`config.mk`:
```
export PLATFORM = sky130hd
export DESIGN_NAME = lcd_pattern_gen
export DESIGN_NICKNAME = d
export VERILOG_FILES = /design/src/rtl/lcd_pattern_pkg.sv /design/src/rtl/lcd_div_seq.sv /design/src/rtl/lcd_pattern_gen.sv
export SDC_FILE = /design/constraint.sdc
export NUM_CORES = 1
export LEC_CHECK = 0
export ABC_AREA = 1
export BUFFER_PORTS_ARGS = -buffer_cell sky130_fd_sc_hd__buf_2
export CAP_MARGIN = 20
export CORE_ASPECT_RATIO = 1.4
export CORE_MARGIN = 4
export CORE_UTILIZATION = 40
export DETAILED_ROUTE_END_ITERATION = 8
export HOLD_SLACK_MARGIN = 0.06
export PLACE_DENSITY_LB_ADDON = 0.05
export SLEW_MARGIN = 5
export SYNTH_ARGS = -nofsm -noshare
export SYNTH_HDL_FRONTEND = slang
export SYNTH_SLANG_ARGS = --single-unit
```
`constraint.sdc`:
```
create_clock -name lcd_pclk -period 6.55 [get_ports lcd_pclk]
set_input_delay 1.31 -clock lcd_pclk [delete_from_list [all_inputs] [get_ports lcd_pclk]]
set_output_delay 1.31 -clock lcd_pclk [all_outputs]
set_load 0.02 [all_outputs]
```
`src/rtl/lcd_pattern_pkg.sv`:
```
`default_nettype none
// ============================================================================
// lcd_pattern_pkg
// Palette colours, pattern-mode encodings and the RGB888 -> RGB565 helper.
// Rev 1.0
// ============================================================================
package lcd_pattern_pkg;

   typedef enum logic [2:0] {
      MODE_VBARS   = 3'd0,
      MODE_HBARS   = 3'd1,
      MODE_CHECKER = 3'd2,
      MODE_GREY    = 3'd3,
      MODE_ROTATE  = 3'd4,
      MODE_SOLID   = 3'd5
   } mode_t;

   typedef enum logic [1:0] {
      DIV_IDLE = 2'd0,
      DIV_H    = 2'd1,
      DIV_V    = 2'd2
   } div_state_t;

   localparam logic [23:0] PAL_WHITE   = 24'hFFFFFF;
   localparam logic [23:0] PAL_BLACK   = 24'h000000;
   localparam logic [23:0] PAL_RED     = 24'hFF0000;
   localparam logic [23:0] PAL_GREEN   = 24'h00FF00;
   localparam logic [23:0] PAL_BLUE    = 24'h0000FF;
   localparam logic [23:0] PAL_YELLOW  = 24'hFFFF00;
   localparam logic [23:0] PAL_CYAN    = 24'h00FFFF;
   localparam logic [23:0] PAL_MAGENTA = 24'hFF00FF;

   function automatic logic [23:0] pal_color(input logic [2:0] idx);
      case (idx)
         3'd0:    return PAL_WHITE;
         3'd1:    return PAL_BLACK;
         3'd2:    return PAL_RED;
         3'd3:    return PAL_GREEN;
         3'd4:    return PAL_BLUE;
         3'd5:    return PAL_YELLOW;
         3'd6:    return PAL_CYAN;
         default: return PAL_MAGENTA;
      endcase
   endfunction

   function automatic logic [15:0] rgb888_to_565(input logic [23:0] c);
      return {c[23:19], c[15:10], c[7:3]};
   endfunction

endpackage
`default_nettype wire

```
`src/rtl/lcd_div_seq.sv`:
```
`default_nettype none
// ============================================================================
// lcd_div_seq
// Restoring divider: one load cycle then W iterations, one quotient bit each.
// Rev 1.0
// ============================================================================
module lcd_div_seq #(
   parameter int W = 11
) (
   input  logic         clk,
   input  logic         rst,
   input  logic         start,
   input  logic [W-1:0] dividend,
   input  logic [W-1:0] divisor,
   output logic         busy,
   output logic         done,
   output logic [W-1:0] quotient
);
   localparam int CW = $clog2(W + 1);

   logic [CW-1:0] r_cnt;
   logic [W-1:0]  r_rem;
   logic [W-1:0]  r_quo;
   logic [W:0]    w_shift;
   logic [W:0]    w_trial;

   // Dividend bits shift out of r_quo's MSB while quotient bits enter its LSB.
   assign w_shift  = {r_rem, r_quo[W-1]};
   assign w_trial  = w_shift - {1'b0, divisor};
   assign quotient = r_quo;

   always_ff @(posedge clk or posedge rst) begin
      if (rst) begin
         r_cnt <= '0;
         r_rem <= '0;
         r_quo <= '0;
         busy  <= 1'b0;
         done  <= 1'b0;
      end else begin
         done <= 1'b0;
         if (start) begin
            r_rem <= '0;
            r_quo <= dividend;
            r_cnt <= CW'(W);
            busy  <= 1'b1;
         end else if (busy) begin
            if (!w_trial[W]) begin
               r_rem <= w_trial[W-1:0];
               r_quo <= {r_quo[W-2:0], 1'b1};
            end else begin
               r_rem <= w_shift[W-1:0];
               r_quo <= {r_quo[W-2:0], 1'b0};
            end
            r_cnt <= r_cnt - CW'(1);
            if (r_cnt == CW'(1)) begin
               busy <= 1'b0;
               done <= 1'b1;
            end
         end
      end
   end

endmodule
`default_nettype wire

```
`src/rtl/lcd_pattern_gen.sv`:
```
`default_nettype none
// ============================================================================
// lcd_pattern_gen
// Per-frame selectable LCD test patterns with bar sizes divided out in blanking.
// Rev 1.0
// ============================================================================
module lcd_pattern_gen
   import lcd_pattern_pkg::*;
#(
   parameter int NUM_BARS    = 8,
   parameter int XW          = 11,
   parameter int PIX_W       = 24,
   parameter int CHECK_SHIFT = 5,
   parameter int ROT_FRAMES  = 30
) (
   input  logic             lcd_pclk,
   input  logic             rst,
   input  logic             de,
   input  logic             frame_sync,
   input  logic [XW-1:0]    pixel_xpos,
   input  logic [XW-1:0]    pixel_ypos,
   input  logic [XW-1:0]    h_disp,
   input  logic [XW-1:0]    v_disp,
   input  logic [2:0]       mode,
   input  logic [23:0]      solid_rgb,
   output logic [PIX_W-1:0] pixel_data,
   output logic             cfg_valid
);
   localparam int            BW       = 5;
   localparam logic [BW-1:0] LAST_BAR = BW'(NUM_BARS - 1);
   localparam logic [BW-1:0] N_BARS   = BW'(NUM_BARS);
   localparam int            FCW      = $clog2(ROT_FRAMES + 1);
   localparam logic [FCW-1:0] LAST_FR = FCW'(ROT_FRAMES - 1);

   mode_t            r_mode;
   logic [XW-1:0]    r_h, r_v, r_bw_tmp, r_bar_w, r_bar_h;
   logic [23:0]      r_solid;
   logic             r_cfg_valid;
   logic [FCW-1:0]   r_fcnt;
   logic [BW-1:0]    r_rot;
   div_state_t       r_state, w_state_nxt;
   logic             w_div_start, w_cap_w, w_commit;
   logic [XW-1:0]    w_div_dividend, w_div_q;
   logic             w_div_busy, w_div_done;

   function automatic logic [BW-1:0] bar_inc(input logic [BW-1:0] b);
      return (b == LAST_BAR) ? b : b + BW'(1);
   endfunction

   lcd_div_seq #(.W(XW)) u_div (
      .clk      (lcd_pclk),
      .rst      (rst),
      .start    (w_div_start),
      .dividend (w_div_dividend),
      .divisor  (XW'(NUM_BARS)),
      .busy     (w_div_busy),
      .done     (w_div_done),
      .quotient (w_div_q)
   );

   // frame_sync always restarts from DIV_H using the live h_disp it latches.
   always_comb begin
      w_state_nxt    = r_state;
      w_div_start    = 1'b0;
      w_div_dividend = r_v;
      w_cap_w        = 1'b0;
      w_commit       = 1'b0;
      if (frame_sync) begin
         w_state_nxt    = DIV_H;
         w_div_start    = 1'b1;
         w_div_dividend = h_disp;
      end else begin
         case (r_state)
            DIV_H: if (w_div_done) begin
               w_state_nxt = DIV_V;
               w_div_start = 1'b1;
               w_cap_w     = 1'b1;
            end
            DIV_V: if (w_div_done) begin
               w_state_nxt = DIV_IDLE;
               w_commit    = 1'b1;
            end
            default: ;
         endcase
      end
   end

   always_ff @(posedge lcd_pclk or posedge rst) begin
      if (rst) begin
         r_state     <= DIV_IDLE;
         r_mode      <= MODE_VBARS;
         r_h         <= '0;
         r_v         <= '0;
         r_solid     <= '0;
         r_bw_tmp    <= '0;
         r_bar_w     <= '0;
         r_bar_h     <= '0;
         r_cfg_valid <= 1'b0;
         r_fcnt      <= '0;
         r_rot       <= '0;
      end else begin
         r_state <= w_state_nxt;
         if (frame_sync) begin
            r_mode  <= (mode > 3'd5) ? MODE_VBARS : mode_t'(mode);
            r_h     <= h_disp;
            r_v     <= v_disp;
            r_solid <= solid_rgb;
            if (r_fcnt == LAST_FR) begin
               r_fcnt <= '0;
               r_rot  <= (r_rot == LAST_BAR) ? '0 : r_rot + BW'(1);
            end else begin
               r_fcnt <= r_fcnt + FCW'(1);
            end
         end
         if (w_cap_w) r_bw_tmp <= w_div_q;
         if (w_commit) begin
            r_bar_w     <= r_bw_tmp;
            r_bar_h     <= w_div_q;
            r_cfg_valid <= 1'b1;
         end
      end
   end

   // Incremental bar tracking: r_xcnt/r_xbar describe the next column,
   // r_ycnt/r_ybar describe the row currently being drawn.
   logic [XW-1:0] r_xcnt, r_ycnt, w_xcnt_cur, w_xcnt_inc, w_ycnt_inc, w_ycnt_row;
   logic [BW-1:0] r_xbar, r_ybar, w_xbar_cur, w_ybar_row, w_vbar, w_hbar;
   logic          w_xfirst, w_line_start, w_yadv;

   assign w_xfirst     = (pixel_xpos == '0);
   assign w_xcnt_cur   = w_xfirst ? '0 : r_xcnt;
   assign w_xbar_cur   = w_xfirst ? '0 : r_xbar;
   assign w_xcnt_inc   = w_xcnt_cur + XW'(1);
   assign w_vbar       = (r_bar_w == '0) ? '0 : w_xbar_cur;
   assign w_line_start = de && w_xfirst;
   assign w_ycnt_inc   = r_ycnt + XW'(1);
   assign w_yadv       = (w_ycnt_inc == r_bar_h);
   assign w_ycnt_row   = (pixel_ypos == '0) ? '0 : (w_yadv ? '0 : w_ycnt_inc);
   assign w_ybar_row   = (pixel_ypos == '0) ? '0 : (w_yadv ? bar_inc(r_ybar) : r_ybar);
   assign w_hbar       = (r_bar_h == '0) ? '0 : (w_line_start ? w_ybar_row : r_ybar);

   always_ff @(posedge lcd_pclk or posedge rst) begin
      if (rst) begin
         r_xcnt <= '0;
         r_xbar <= '0;
         r_ycnt <= '0;
         r_ybar <= '0;
      end else begin
         if (de) begin
            if (w_xcnt_inc == r_bar_w) begin
               r_xcnt <= '0;
               r_xbar <= bar_inc(w_xbar_cur);
            end else begin
               r_xcnt <= w_xcnt_inc;
               r_xbar <= w_xbar_cur;
            end
         end
         if (w_line_start) begin
            r_ycnt <= w_ycnt_row;
            r_ybar <= w_ybar_row;
         end
      end
   end

   logic [BW-1:0]    w_rot_sum, w_rot_idx;
   logic [23:0]      w_color;
   logic [PIX_W-1:0] w_pix;

   assign w_rot_sum = w_vbar + r_rot;
   assign w_rot_idx = (w_rot_sum >= N_BARS) ? w_rot_sum - N_BARS : w_rot_sum;

   always_comb begin
      w_color = PAL_BLACK;
      case (r_mode)
         MODE_HBARS:   w_color = pal_color(w_hbar[2:0]);
         MODE_CHECKER: w_color = (pixel_xpos[CHECK_SHIFT] ^ pixel_ypos[CHECK_SHIFT]) ?
                                 PAL_WHITE : PAL_BLACK;
         MODE_GREY:    w_color = {3{pixel_xpos[7:0]}};
         MODE_ROTATE:  w_color = pal_color(w_rot_idx[2:0]);
         MODE_SOLID:   w_color = r_solid;
         default:      w_color = pal_color(w_vbar[2:0]);
      endcase
      if (!de || !r_cfg_valid) w_color = PAL_BLACK;
   end

   generate
      if (PIX_W == 16) begin : g_rgb565
         assign w_pix = rgb888_to_565(w_color);
      end else begin : g_rgb888
         assign w_pix = w_color[PIX_W-1:0];
      end
   endgenerate

   always_ff @(posedge lcd_pclk or posedge rst) begin
      if (rst) pixel_data <= '0;
      else     pixel_data <= w_pix;
   end

   assign cfg_valid = r_cfg_valid;

   a_no_sync_in_active: assert property (@(posedge lcd_pclk) disable iff (rst)
      !(frame_sync && de));
   a_idle_not_busy: assert property (@(posedge lcd_pclk) disable iff (rst)
      (r_state == DIV_IDLE) |-> !w_div_busy);

endmodule
`default_nettype wire

```
==> results of run 1 <==
-- cells in the mapped netlist (4+ instances only) --
cell type	count
nand2_1	339
inv_2	4
nand3_2	5
o221ai_1	9
nor2_2	8
inv_1	143
nor4_1	5
nand3b_1	4
nand4_1	17
dfrtp_1	168
ha_1	11
a211oi_1	8
nand2_2	8
buf_1	4
a21oi_1	56
o22ai_1	16
nor2_1	82
nor3_1	16
o21ai_0	93
xor2_1	21
clkbuf_1	23
nand3_1	71
-- power breakdown --
group	switching, mW	internal [mW]	leakage (nW)
clock network	0.412	0.563	0.274
logic	0.420	0.229	2.97
registers	0.0884	1.17	2.04
total	0.920	1.96	5.29
-- layout by cell type, fill, tap and decap left out, types with 2 or more instances in the layout --
cell type	Yosys	final
nand2_1	339	339
dfrtp_1	168	168
inv_1	143	142
buf_2	3	99
o21ai_0	93	93
nor2_1	82	82
nand3_1	71	71
a21oi_1	56	56
xor2_1	21	21
nand4_1	17	17
clkbuf_16	0	17
nor3_1	16	16
o22ai_1	16	16
ha_1	11	11
o221ai_1	9	9
nand2_2	8	8
nor2_2	8	8
a211oi_1	8	8
nor4_1	5	5
nand3_2	5	5
buf_4	1	5
nand3b_1	4	4
inv_2	4	4
clkbuf_8	0	4
clkbuf_1	23	4
o211ai_1	3	3
nor2_4	3	3
xnor2_1	3	3
mux2_2	3	3
and3_1	2	2
clkinv_1	2	2
or2_2	2	2
inv_6	0	2
clkinv_2	0	2
-- worst max-delay path, cell delays in order --
cell and delay (ns):
buf_2 0.10, nor3_1 0.17, nor2b_1 0.14, nand2_1 0.49, inv_1 0.41, nor3_1 0.13, ha_1 0.21, fa_1 0.37
xor2_1 0.16, nand3b_1 0.17, nand2_1 0.12, xor2_1 0.21, xor2_1 0.21, nand2_1 0.17, o21ai_0 0.11, nor2_1 0.06
a21oi_1 0.16
-- routing by layer --
metal	track usage, %	wire (µm)
met5	0	0
met4	6.724	532
met3	3.113	668
met2	35.82	12290
met1	23.98	10040
-- cell type report --
cell class / count / area (µm²) / area share (%)
inverters: 149 / 564.3 / 5.507
well taps: 297 / 371.6 / 3.626
clock buffers: 25 / 495.5 / 4.835
clock inverters: 6 / 65.06 / 0.6349
repair buffers: 104 / 533.0 / 5.201
flip-flops and latches: 168 / 4204 / 41.03
multi-input cells: 806 / 4014 / 39.17
-- cells by family after synthesis --
kind of cell	count (synthesis)
AO/OA/AOI/OAI	197
XOR/XNOR	24
adder cells (fa/ha/maj)	12
buffers and inverters	181
flip-flops	168
multiplexers	3
AND/OR/NAND/NOR	570
-- final timing paths --
| check | endpoint | start |
|---|---|---|
| setup / recovery | pixel_data[12]$_DFF_PP0_ | pixel_xpos[1] |
| hold / removal | r_solid[22]$_DFFE_PP0P_ | r_solid[22]$_DFFE_PP0P_ |
| setup reg to reg | pixel_data[12]$_DFF_PP0_ | r_bar_w[6]$_DFFE_PP0P_ |
| hold reg to reg | r_solid[22]$_DFFE_PP0P_ | r_solid[22]$_DFFE_PP0P_ |
| max in group asynchronous | pixel_data[3]$_DFF_PP0_ | rst |
| min in group asynchronous | r_bar_h[7]$_DFFE_PP0P_ | rst |
==> flow_metrics.tcl, run 1 <==
set metrics [dict create \
    grt_pass1_wl_um 38940 \
    post-place-ws_ns 1.747 \
    postCtsSetupBuffers 0 \
    synthAdderAreaFrac_pct 1.769 \
    cellPowerDensity_nw_per_um2 281.4 \
    dp_hpwl_um 17350 \
    cts_resized 0 \
    synth_area_um2 8912 \
    clock.fmax_mhz 228.2 \
    min_delay_path_depth 2 \
    synth-simple-area-share_pct 28.08 \
    firstDrtPassIters 5 \
    start_util_pct 40.77 \
    drt_iter0_markers 383 \
    cp-end-kind "register" \
    irDropWorstVdd_uv 191.7 \
    worst_pin_slew_ns 0.9570 \
    finalCriticalPeriod_ns 4.383 \
    fp.dieW_um 134.2 \
    crit_path_max_fanout 20 \
    cts.sinks 168 \
    slew_headroom_pct 35.61 \
    dp.cells 1524 \
    synthesis.nets 1242 \
    reg_top3 "pixel_data x24, r_solid x24" \
    tns_ns 0 \
    synth.distinct_cells 53 \
    tritoncts "done" \
    drt-total-wl_um 23540 \
    grt-ovfl-total 0 \
    seq_area_frac_synth_pct 47.17 \
    grt_pass1_vias 7832 \
    cp.arrival_ns 4.73 \
    rsz0062_at_grt "no" \
    min_path_type "register to register" \
    setup_slack_ns 2.167 \
    ys_async_sr_fraction_pct 100.0 \
    muxShareOfSynthArea_pct 0.3791 \
    dieHeight_um 184.6 \
    post-route-period-util_pct 66.91 \
    fin_area_um2 10250 \
    worstSetupPathType "input port to register" \
    cts-root-buf "clkbuf_16" \
    synth_area_leader_cell "dfrtp_1" \
    instances_no_fill 1555 \
    grt_use_total_pct 19.79 \
    fin_nets 1333 \
    synth_top_area_share_pct 47.17 \
    ios 100 \
    syn_to_final_growth_pct 14.98 \
    dominantRegCellSynth "dfrtp_1" \
    p_leak_nw 5.287 \
    fin_util_pct 46.88 \
    io_buffers 99 \
    routedWlPerCell_um 15.14 \
    rrSetupSlack_ns 3.38 \
    dpl_cell_area_um2 9687 \
    antenna_found_initial 0 \
    synth.area.top_cells "dfrtp_1 (47%), nand2_1 (14%), inv_1 (6.0%)" \
    drive_gt1_share_pct 13.75 \
    dr_total_vias 7721 \
    max_cap_viol_count 0 \
    cts-hold-fix-buffers 0 \
    synth_compound_area_share_pct 12.45 \
    avgViaCountPerCell 4.965 \
    clockBufferDepth 2 \
    worstSkewPairLatency_ns 0.43 \
    design.core.area_um2 21860 \
    dieArea_um2 24770 \
    detail-route-antenna-nets 0 \
    start_kind "input port" \
    netlist_instances 1155 \
    holdWs_ns 0.4769 \
    grt_max_degree 82 \
    finalSetupViolations 0 \
    synth_xor_area_share_pct 2.359 \
    diodes 0 \
    num_rows 64 \
    drc 0 \
    cts.clk_slew.worst_paths_ns 0.07 \
    synth_top_family_by_area "simple AND/OR/NAND/NOR gates" \
    ff2ff_path_depth 17 \
    power.total_mw 2.884 \
    status "completed" \
    drv_slew 0 \
    required_ns 6.90 \
    fillers 2231 \
    synth_edf_count 0 \
    ys_ff_latch 168 \
    fin_skew_ns 0.009409 \
    htreeDepth 4 \
    synth.avg_cell_area_um2 7.716 \
    cts_made_buffers 17 \
    hold_viol_final 0 \
    ys_warn_count 0 \
    gp_congestion 0.8705 \
]
Note: power is estimated with default switching activity, not from simulation.
==> inputs of run 2 (changes only) <==
clock period = 3.6 ns   (was 6.55 ns; I/O delays follow)
==> run 2 against run 1 <==
Clock power grew 100%. Final cell count grew 0.96%. Clock-buffer cell count shrank 5. Highest routed layer unchanged.
==> flow_metrics.tcl, run 2 (synthesis gave the netlist of run 1 again) <==
set metrics [dict create \
    dr_total_vias 7653 \
    dieHeight_um 184.6 \
    worstSkewPairLatency_ns 0.42 \
    postCtsSetupBuffers 0 \
    routedWlPerCell_um 14.98 \
    hold_viol_final 0 \
    cts-hold-fix-buffers 0 \
    multi_input_area_um2 4014 \
    worst_pin_slew_ns 1.004 \
    switching_share_pct 31.70 \
    cellPowerDensity_nw_per_um2 521.1 \
    cpMostUsedCell "xor2_1" \
    cp_top_family "simple AND/OR/NAND/NOR gates" \
    gp_congestion 0.8667 \
    start_util_pct 40.77 \
    fin_nets 1347 \
    post-route-period-util_pct 87.84 \
    tritoncts "done" \
    tns_ns 0 \
    crit_path_max_fanout 7 \
    crit_chain "inv_1, nand4_1, nor3_1, nand4_1, inv_1, nor3_1, ha_1, fa_1, xor2_1, nand3b_1, nand2_1, xor2_1, xor2_1, nand2_1, o21ai_0, nor2_1, a21oi_1" \
    cts-root-buf "clkbuf_16" \
    cp.buffers_inverters 2 \
    antenna_found_initial 0 \
    internal-power_mw 3.713 \
    cts_resized 0 \
    cpMaxStageDelayCell "dfrtp_1" \
    clockBufferDepth 2 \
    htreeDepth 4 \
    post-place-ws_ns 0.1158 \
    grt_pass1_wl_um 39090 \
    cts_made_buffers 17 \
    fin_skew_ns 0.009777 \
    ios 100 \
    fin_util_pct 47.72 \
    combPwrFrac_pct 21.7 \
    detail-route-antenna-nets 0 \
    min_path_type "input port to async pin" \
    mostFrequentLayoutCells "nand2_1 (339), dfrtp_1 (168), inv_1 (142), buf_2 (99), o21ai_0 (93)" \
    drv_slew 0 \
    grt-ovfl-total 0 \
    cp-end-kind "register" \
    syn_to_final_growth_pct 17.06 \
    cts.sinks 168 \
    required_ns 3.94 \
    p_leak_nw 5.385 \
    avgViaCountPerCell 4.875 \
    cp.arrival_ns 3.50 \
    start_kind "register" \
    num_rows 64 \
    final_common_cell "nand2_1" \
    rsz0062_at_grt "no" \
    power_frac_seq_pct 42.1 \
    design.core.area_um2 21860 \
    io_buffers 99 \
    diodes 0 \
    seqCellArea_um2 4204 \
    clock.fmax_mhz 316.2 \
    worstSetupPathType "register to register" \
    max_cap_viol_count 0 \
    finalCriticalPeriod_ns 3.162 \
    finalSetupViolations 0 \
    switchingPower_mw 1.723 \
    fp.dieW_um 134.2 \
    drc 0 \
    status "completed" \
    firstDrtPassIters 5 \
    clkPwrFrac_pct 36.2 \
    reg_top3 "pixel_data x24, r_solid x24" \
    grt_pass1_vias 7721 \
    power.total_mw 5.437 \
    fillers 2217 \
    drive_gt1_share_pct 15.08 \
    cts.clk_slew.worst_paths_ns 0.07 \
    grt_use_total_pct 19.85 \
    grt_max_degree 79 \
    drt-total-wl_um 23520 \
    setup_slack_ns 0.4377 \
    critPathMaxStageDelay_ns 0.40 \
    irDropWorstVdd_uv 329.3 \
    dieArea_um2 24770 \
    drt_iter0_markers 327 \
    dp_hpwl_um 17540 \
    slew_headroom_pct 32.89 \
]
run 2: cell types whose count changed in the layout (fill, tap and decap cells not counted), sizes merged:
| cell | previous run | this run |
|---|---|---|
| buf | 104 | 118 |
| bufinv | 1 | 3 |
| clkbuf | 25 | 20 |
| clkinv | 5 | 6 |
| clkinvlp | 1 | 3 |
| inv | 148 | 149 |
run 2: per-layer routing:
layer  wire, µm  vias to the layer above  GRT usage, %  part of all wire (%)
met1      10320                     3513         24.85                    44
met4        639                        0         7.213                   2.7
li1           -                     3959             -                     -
met3        629                       41         3.140                   2.7
met2      11930                      140         34.75                    51
met5          0                        -             0                     0
run 2: power groups by stage:
| stage | Sequential, mW | Clock [mW] | Combinational, mW |
|---|---|---|---|
| 4_1_cts | 2.29 | 2.01 | 1.20 |
| 3_3_place_gp | 2.33 | 0 | 1.18 |
| 3_5_place_dp | 2.32 | 0 | 1.20 |
| 5_1_grt | 2.32 | 2.11 | 1.37 |
| 2_1_floorplan | 2.35 | 0 | 0.802 |
| 6_report | 2.29 | 1.97 | 1.18 |
run 2: per-stage QoR:
| step | instances | hold WS (ns) | cell area [µm²] |
|---|---|---|---|
| 2_1_floorplan | 1155 | 0.4320 | 8916 |
| 3_3_place_gp | 1538 | 0.4523 | 9803 |
| 3_5_place_dp | 1538 | 0.4574 | 9803 |
| 4_1_cts | 1570 | 0.3546 | 10430 |
| 5_1_grt | 1570 | 0.3663 | 10430 |
| 6_report | 1570 | 0.3470 | 10430 |
run 2: worst register-to-register path, cell delays in order (launching register included):
cell and delay, ns:
dfrtp_1 0.40, inv_1 0.12, nand4_1 0.11, nor3_1 0.15, nand4_1 0.18, inv_1 0.12
nor3_1 0.08, ha_1 0.19, fa_1 0.38, xor2_1 0.16, nand3b_1 0.16, nand2_1 0.12
xor2_1 0.22, xor2_1 0.21, nand2_1 0.17, o21ai_0 0.13, nor2_1 0.06, a21oi_1 0.14
run 2: layout make-up:
| type | count | share of cell area (%) |
|---|---|---|
| Clock buffer | 20 | 4.474 |
| Sequential cell | 168 | 40.30 |
| Timing Repair Buffer | 118 | 6.237 |
| Multi-Input combinational cell | 806 | 38.47 |
| Inverter | 149 | 5.397 |
| Clock inverter | 12 | 1.559 |
| Tap cell | 297 | 3.562 |
run 2: path summary, 6_finish.rpt:
path	startpoint	slack [ns]	endpoint	depth (start not counted)
min	rst	0.35	r_ycnt[7]$_DFFE_PP0P_	2
max in group asynchronous	rst	2.51	pixel_data[4]$_DFF_PP0_	3
min in group lcd_pclk	r_v[0]$_DFFE_PP0P_	0.47	r_v[0]$_DFFE_PP0P_	2
max reg2reg	r_bar_w[6]$_DFFE_PP0P_	0.44	pixel_data[14]$_DFF_PP0_	17
max	r_bar_w[6]$_DFFE_PP0P_	0.44	pixel_data[14]$_DFF_PP0_	17
min reg2reg	r_v[0]$_DFFE_PP0P_	0.47	r_v[0]$_DFFE_PP0P_	2
